<file path="config.mk">
export PLATFORM = sky130hd
export DESIGN_NAME = dac_sample_sched
export DESIGN_NICKNAME = d
export VERILOG_FILES = /design/src/rtl/dac_pkg.sv /design/src/rtl/dac_sample_sched_arb.sv /design/src/rtl/dac_sample_sched.sv
export SDC_FILE = /design/constraint.sdc
export NUM_CORES = 1
export LEC_CHECK = 0
export BUFFER_PORTS_ARGS = -buffer_cell sky130_fd_sc_hd__buf_2
export CORE_MARGIN = 2
export CORE_UTILIZATION = 35
export DETAILED_ROUTE_END_ITERATION = 6
export SLEW_MARGIN = 40
export SYNTH_ARGS = -nofsm -noshare
export SYNTH_HDL_FRONTEND = slang
export SYNTH_SLANG_ARGS = --single-unit
</file>
<file path="constraint.sdc">
create_clock -name clk -period 2.25 [get_ports clk]
set_input_delay 0.675 -clock clk [delete_from_list [all_inputs] [get_ports clk]]
set_output_delay 0.675 -clock clk [all_outputs]
set_load 0.005 [all_outputs]
</file>
<file path="src/rtl/dac_pkg.sv">
// Shared types and constants for the DAC sample scheduler.
package dac_pkg;

  localparam int          DAC_DW       = 10;
  localparam logic [9:0]  DAC_MIDSCALE = 10'd512;
  localparam logic [7:0]  UNDERRUN_MAX = 8'd255;

  typedef enum logic [1:0] {
    IDLE = 2'd0,
    RUN  = 2'd1,
    PARK = 2'd2
  } sched_state_t;

  function automatic logic [7:0] sat_inc8(input logic [7:0] v);
    return (v == UNDERRUN_MAX) ? v : v + 8'd1;
  endfunction

endpackage

</file>
<file path="src/rtl/dac_sample_sched_arb.sv">
// Combinational round-robin arbiter: first set request at or above ptr_i, modulo NREQ.
module dac_rr_arbiter #(
  parameter int NREQ = 2
) (
  input  logic [NREQ-1:0]         req_i,
  input  logic [$clog2(NREQ)-1:0] ptr_i,
  input  logic                    en_i,
  output logic [NREQ-1:0]         gnt_o,
  output logic [$clog2(NREQ)-1:0] gnt_idx_o,
  output logic                    any_o
);

  localparam int IW = $clog2(NREQ);

  logic [IW:0]   sum;
  logic [IW-1:0] idx;

  always_comb begin
    gnt_o     = '0;
    gnt_idx_o = '0;
    any_o     = 1'b0;
    sum       = '0;
    idx       = '0;
    for (int i = 0; i < NREQ; i++) begin
      // ptr_i < NREQ, so a single subtraction folds the search index back into range
      sum = {1'b0, ptr_i} + (IW+1)'(i);
      if (sum >= (IW+1)'(NREQ)) sum = sum - (IW+1)'(NREQ);
      idx = sum[IW-1:0];
      if (en_i && !any_o && req_i[idx]) begin
        any_o      = 1'b1;
        gnt_o[idx] = 1'b1;
        gnt_idx_o  = idx;
      end
    end
  end

endmodule

</file>
<file path="src/rtl/dac_sample_sched.sv">
// DAC sample-rate scheduler: programmable tick divider, round-robin source grant,
// registered DAC code and saturating underrun count. Optional parking via DAC_SCHED_PARK_EN.
//
// state | meaning
// IDLE  | disabled; divider cleared, no grants, dout holds
// RUN   | divider running; one grant (or underrun) per tick
// PARK  | (DAC_SCHED_PARK_EN) starved; dout walks one LSB per tick toward midscale
module dac_sample_sched
  import dac_pkg::*;
#(
  parameter int NREQ  = 2,
  parameter int DW    = DAC_DW,
  parameter int DIV_W = 16
`ifdef DAC_SCHED_PARK_EN
  ,
  parameter int PARK_T = 64
`endif
) (
  input  logic                    clk,
  input  logic                    rst_n,
  input  logic                    en_i,
  input  logic [DIV_W-1:0]        div_i,
  input  logic [NREQ-1:0]         req_valid_i,
  input  logic [NREQ*DW-1:0]      req_data_i,
  output logic [NREQ-1:0]         req_ready_o,
  output logic [DW-1:0]           dout,
  output logic                    dout_upd_o,
  output logic [$clog2(NREQ)-1:0] grant_idx_o,
  output logic [7:0]              underrun_o
);

  localparam int IW = $clog2(NREQ);

  sched_state_t   state_q, state_d;
  logic [DIV_W-1:0] cnt_q, cnt_d;
  logic [DIV_W-1:0] div_q, div_d;
  logic [IW-1:0]  ptr_q, ptr_d;
  logic [DW-1:0]  dout_q, dout_d;
  logic           upd_q, upd_d;
  logic [IW-1:0]  gidx_q, gidx_d;
  logic [7:0]     under_q, under_d;

`ifdef DAC_SCHED_PARK_EN
  localparam int PCW = $clog2(PARK_T + 1);
  localparam logic [DW-1:0] MID = DW'(DAC_MIDSCALE);
  logic [PCW-1:0] park_cnt_q, park_cnt_d;
`endif

  logic            tick;
  logic [NREQ-1:0] gnt;
  logic [IW-1:0]   gnt_idx;
  logic            any;
  logic [DW-1:0]   win_data;

  assign tick = (state_q != IDLE) && (cnt_q == div_q);

  dac_rr_arbiter #(.NREQ(NREQ)) u_arb (
    .req_i     (req_valid_i),
    .ptr_i     (ptr_q),
    .en_i      (tick),
    .gnt_o     (gnt),
    .gnt_idx_o (gnt_idx),
    .any_o     (any)
  );

  always_comb begin
    win_data = '0;
    for (int r = 0; r < NREQ; r++) begin
      if (gnt[r]) win_data = req_data_i[r*DW +: DW];
    end
  end

  always_comb begin
    state_d = state_q;
    cnt_d   = cnt_q;
    div_d   = div_q;
    ptr_d   = ptr_q;
    dout_d  = dout_q;
    upd_d   = 1'b0;
    gidx_d  = gidx_q;
    under_d = under_q;
`ifdef DAC_SCHED_PARK_EN
    park_cnt_d = park_cnt_q;
`endif

    case (state_q)
      IDLE: begin
        cnt_d = '0;
`ifdef DAC_SCHED_PARK_EN
        park_cnt_d = '0;
`endif
        if (en_i) begin
          state_d = RUN;
          div_d   = div_i;
        end
      end
      default: begin
        if (tick) begin
          cnt_d = '0;
          div_d = div_i;
        end else begin
          cnt_d = cnt_q + 1'b1;
        end
        if (!en_i) begin
          state_d = IDLE;
          cnt_d   = '0;
        end
      end
    endcase

    // A tick seen with en_i falling still completes its grant or underrun
    if (tick && any) begin
      dout_d = win_data;
      upd_d  = 1'b1;
      gidx_d = gnt_idx;
      ptr_d  = (gnt_idx == IW'(NREQ - 1)) ? '0 : gnt_idx + 1'b1;
`ifdef DAC_SCHED_PARK_EN
      park_cnt_d = '0;
      if (state_q == PARK && en_i) state_d = RUN;
`endif
    end else if (tick && state_q == RUN) begin
      under_d = sat_inc8(under_q);
`ifdef DAC_SCHED_PARK_EN
      if (park_cnt_q == PCW'(PARK_T - 1)) begin
        park_cnt_d = '0;
        if (en_i) state_d = PARK;
      end else begin
        park_cnt_d = park_cnt_q + 1'b1;
      end
`endif
    end
`ifdef DAC_SCHED_PARK_EN
    else if (tick && state_q == PARK) begin
      if (dout_q > MID) begin
        dout_d = dout_q - 1'b1;
        upd_d  = 1'b1;
      end else if (dout_q < MID) begin
        dout_d = dout_q + 1'b1;
        upd_d  = 1'b1;
      end
    end
`endif
  end

  always_ff @(posedge clk or negedge rst_n) begin
    if (!rst_n) begin
      state_q <= IDLE;
      cnt_q   <= '0;
      div_q   <= '0;
      ptr_q   <= '0;
      dout_q  <= '0;
      upd_q   <= 1'b0;
      gidx_q  <= '0;
      under_q <= '0;
    end else begin
      state_q <= state_d;
      cnt_q   <= cnt_d;
      div_q   <= div_d;
      ptr_q   <= ptr_d;
      dout_q  <= dout_d;
      upd_q   <= upd_d;
      gidx_q  <= gidx_d;
      under_q <= under_d;
    end
  end

`ifdef DAC_SCHED_PARK_EN
  always_ff @(posedge clk or negedge rst_n) begin
    if (!rst_n) park_cnt_q <= '0;
    else        park_cnt_q <= park_cnt_d;
  end
`endif

  assign req_ready_o = gnt;
  assign dout        = dout_q;
  assign dout_upd_o  = upd_q;
  assign grant_idx_o = gidx_q;
  assign underrun_o  = under_q;

endmodule

</file>
==> flow_metrics.tcl <==
set metrics [dict create \
    tightest_slew_ns 0.518 \
    min_period_ns 2.48 \
    fmax_mhz 403 \
    reg2reg_depth 7 \
    drive_gt1_share_pct 37.7 \
    slew_headroom_pct 65.1 \
    clock-root-buffer "clkbuf_8" \
    cp.required_ns 1.57 \
    finalNetCount 347 \
    cts_tree "done" \
    finalPower_w 0.00191 \
    yosysTopAreaCell "dfrtp_1" \
    final_cell_mix "62 x buf_2, 54 x dfrtp_1, 25 x xor2_1, 20 x nor2_1, 18 x buf_4" \
    finalNonFillerCells 404 \
    synth.top_cell.area_share_pct 51.7 \
    critPathMaxStageDelay_ns 0.41 \
    p_sw_share_pct 26.2 \
    period_share_pct 110 \
    synth-seq-cells 54 \
    initial_core_util_pct 36.0 \
    port_buffers 62 \
    timing.rr.start "div_q[15]" \
    cts.sinks 54 \
    ctsHoldBuffers 0 \
    grt_pass1_vias 1928 \
    maxSlewViolCount 0 \
    worstPathMaxFanout 3 \
    grt_pass1_wl_mm 9.14 \
    dp_hpwl_mm 3.95 \
    routedWlPerCell_um 13.5 \
    p_int_w 0.00141 \
    io_pins 63 \
    cp-end-kind "output pin" \
    layout.area.seq_um2 1350 \
    synthTopCellsByArea "dfrtp_1 52%, xor2_1 8.4%, mux2_4 5.7%" \
    ys_async_sr_fraction_pct 100 \
    hold_violations 0 \
    multiInputGateArea_um2 1230 \
    r2r-end "underrun_o[1]" \
    cts_buffer_depth 2 \
    powerDensity_nw_per_um2 580 \
    drt_iter0_markers 85 \
    synth_ff_type "dfrtp_1" \
    path_cells "xor2_1 -> nor4_2 -> nand2_1 -> nand4bb_4 -> nor2b_1 -> buf_2" \
    antenna_found_initial 0 \
    mostFrequentLayoutCell "buf_2" \
    hold_class "in2async" \
    status "finished with violations" \
    synth_cell_types 34 \
    cp-start-kind "flop" \
    coreArea_um2 7250 \
    synth_edf_count 0 \
    groute.usage.overall_pct 13.8 \
    grt_max_degree 55 \
    first_pass_iters 4 \
    dp_cells 391 \
    crit_slowest_cell "dfrtp_1" \
    cp.arrival_ns 1.81 \
    fp-row-count 31 \
    yosysWarnings 0 \
    combPwrFrac_pct 14.2 \
    die_area_um2 8170 \
    skew_ns 0.0138 \
    syn_nets 266 \
    syn2layout_area_growth_pct 26.2 \
    syn_inst 223 \
    rsz0062_at_grt "true" \
    max-cap-violations 0 \
    reg2reg_slack_ns 0.24 \
    finish.instance_area_um2 3300 \
    final_core_util_pct 45.5 \
    clk_latency_ns 0.32 \
    crit_type "reg2out" \
    numCtsBuffers 5 \
    drc 0 \
    placed_area_um2 3140 \
    violations "negative setup slack" \
    peakVddDrop_mv 0.255 \
    die_w_um 90.4 \
    p_seq_share_pct 56.1 \
    avgSynthCellArea_um2 11.7 \
    viasPerCell 4.77 \
    htreeDepth 2 \
    fill_cells 708 \
    clk_pin_slew_ns 0.10 \
    final-setup-viol-count 2 \
    setup_ws_ns -0.234 \
    leakage_nw 1.60 \
    synth.cell_area_um2 2610 \
    grt-ovfl-total 0 \
    routabilityCongestion 0.775 \
    tns_ns -0.459 \
    die_h_um 90.4 \
    antenna_left 0 \
    antenna_cells 0 \
    p_sw_w 0.000501 \
    routed_wl_mm 5.44 \
    yosysSeqAreaShare_pct 51.7 \
    vias 1927 \
    clkPwrFrac_pct 29.7 \
]
area by class of cell:
cell class / instances / share of cell area [%]
Inverter: 2 / 0.228
Clock buffer: 5 / 2.09
Clock inverter: 3 / 0.797
Tap cell: 99 / 3.76
Multi-Input combinational cell: 159 / 37.4
Timing Repair Buffer: 82 / 14.7
Sequential cell: 54 / 41.0
cells by family (layout without fill, tap and decap cells):
| kind of cell | after synthesis | in the layout | synth area share, % |
|---|---|---|---|
| AO/OA/AOI/OAI | 29 | 29 | 8.81 |
| XOR/XNOR | 37 | 37 | 12.4 |
| adder cells (fa/ha/maj) | 2 | 2 | 0.957 |
| buffers and inverters | 10 | 92 | 2.06 |
| flip-flops | 54 | 54 | 51.7 |
| multiplexers | 17 | 17 | 8.76 |
| AND/OR/NAND/NOR | 74 | 74 | 15.3 |
registers in the layout, summed over array words and instances, names as in the netlist:
name         cells
underrun_o       8
grant_idx_o      1
state_q          1
div_q           16
dout_upd_o       1
dout            10
ptr_q            1
cnt_q           16
critical path: cells and delay by family, from the launching register on:
kind	cells	cell delay, ns
DFF	1	0.41
and+or+nand+nor	4	0.79
buffers and inverters	1	0.12
xor gates and xnor gates	1	0.18
per-layer routing:
layer  GRT usage, %  share of wire [%]  vias up
li1               -                  -      954
met1           18.6                 49      911
met2           22.4                 46       59
met3           3.34                4.8        3
met4           3.08               0.70        0
met5              0                  0        -
metrics by stage:
stage / setup WS [ns] / hold slack [ns]
2_1_floorplan: 0.201 / 0.379
3_3_place_gp: 0.0476 / 0.469
3_5_place_dp: 0.0200 / 0.478
4_1_cts: -0.243 / 0.338
5_1_grt: -0.381 / 0.343
6_report: -0.234 / 0.328
worst max-delay path by stage:
stage	startpoint	end	slack, ns	cells past startpoint
2_1_floorplan	req_valid_i[0]	req_ready_o[0]	0.20	4
3_3_place_gp	div_q[13]	req_ready_o[1]	0.05	6
3_5_place_dp	div_q[13]	req_ready_o[1]	0.02	6
4_1_cts	div_q[15]	req_ready_o[1]	-0.24	6
5_1_grt	div_q[14]	req_ready_o[1]	-0.38	6
6_report	div_q[15]	req_ready_o[1]	-0.23	6
power groups by stage:
stage / clock, W / combinational [W] / sequential, W
2_1_floorplan: 0 / 0.000151 / 0.00108
3_3_place_gp: 0 / 0.000261 / 0.00109
3_5_place_dp: 0 / 0.000262 / 0.00109
4_1_cts: 0.000592 / 0.000275 / 0.00107
5_1_grt: 0.000632 / 0.000302 / 0.00108
6_report: 0.000568 / 0.000273 / 0.00107
synth_stat cells, types with 3 or more instances:
cell type,number
mux2_2,7
nand4_1,5
and2_1,3
nor2_1,20
nor4_1,3
dfrtp_1,54
o2bb2ai_1,10
xnor2_1,12
nand3_1,17
clkbuf_1,5
mux2_4,10
and3_1,8
xor2_1,25
a22oi_1,10
and4_1,3
nand2_1,6
what timing repair did:
item,in CTS,in global routing
cloned,0,0
pin swaps,2,2
setup endpoints to repair,2,12
resized for setup,2,1
setup buffers,2,3
No activity file was read; power rests on OpenSTA's default activity.
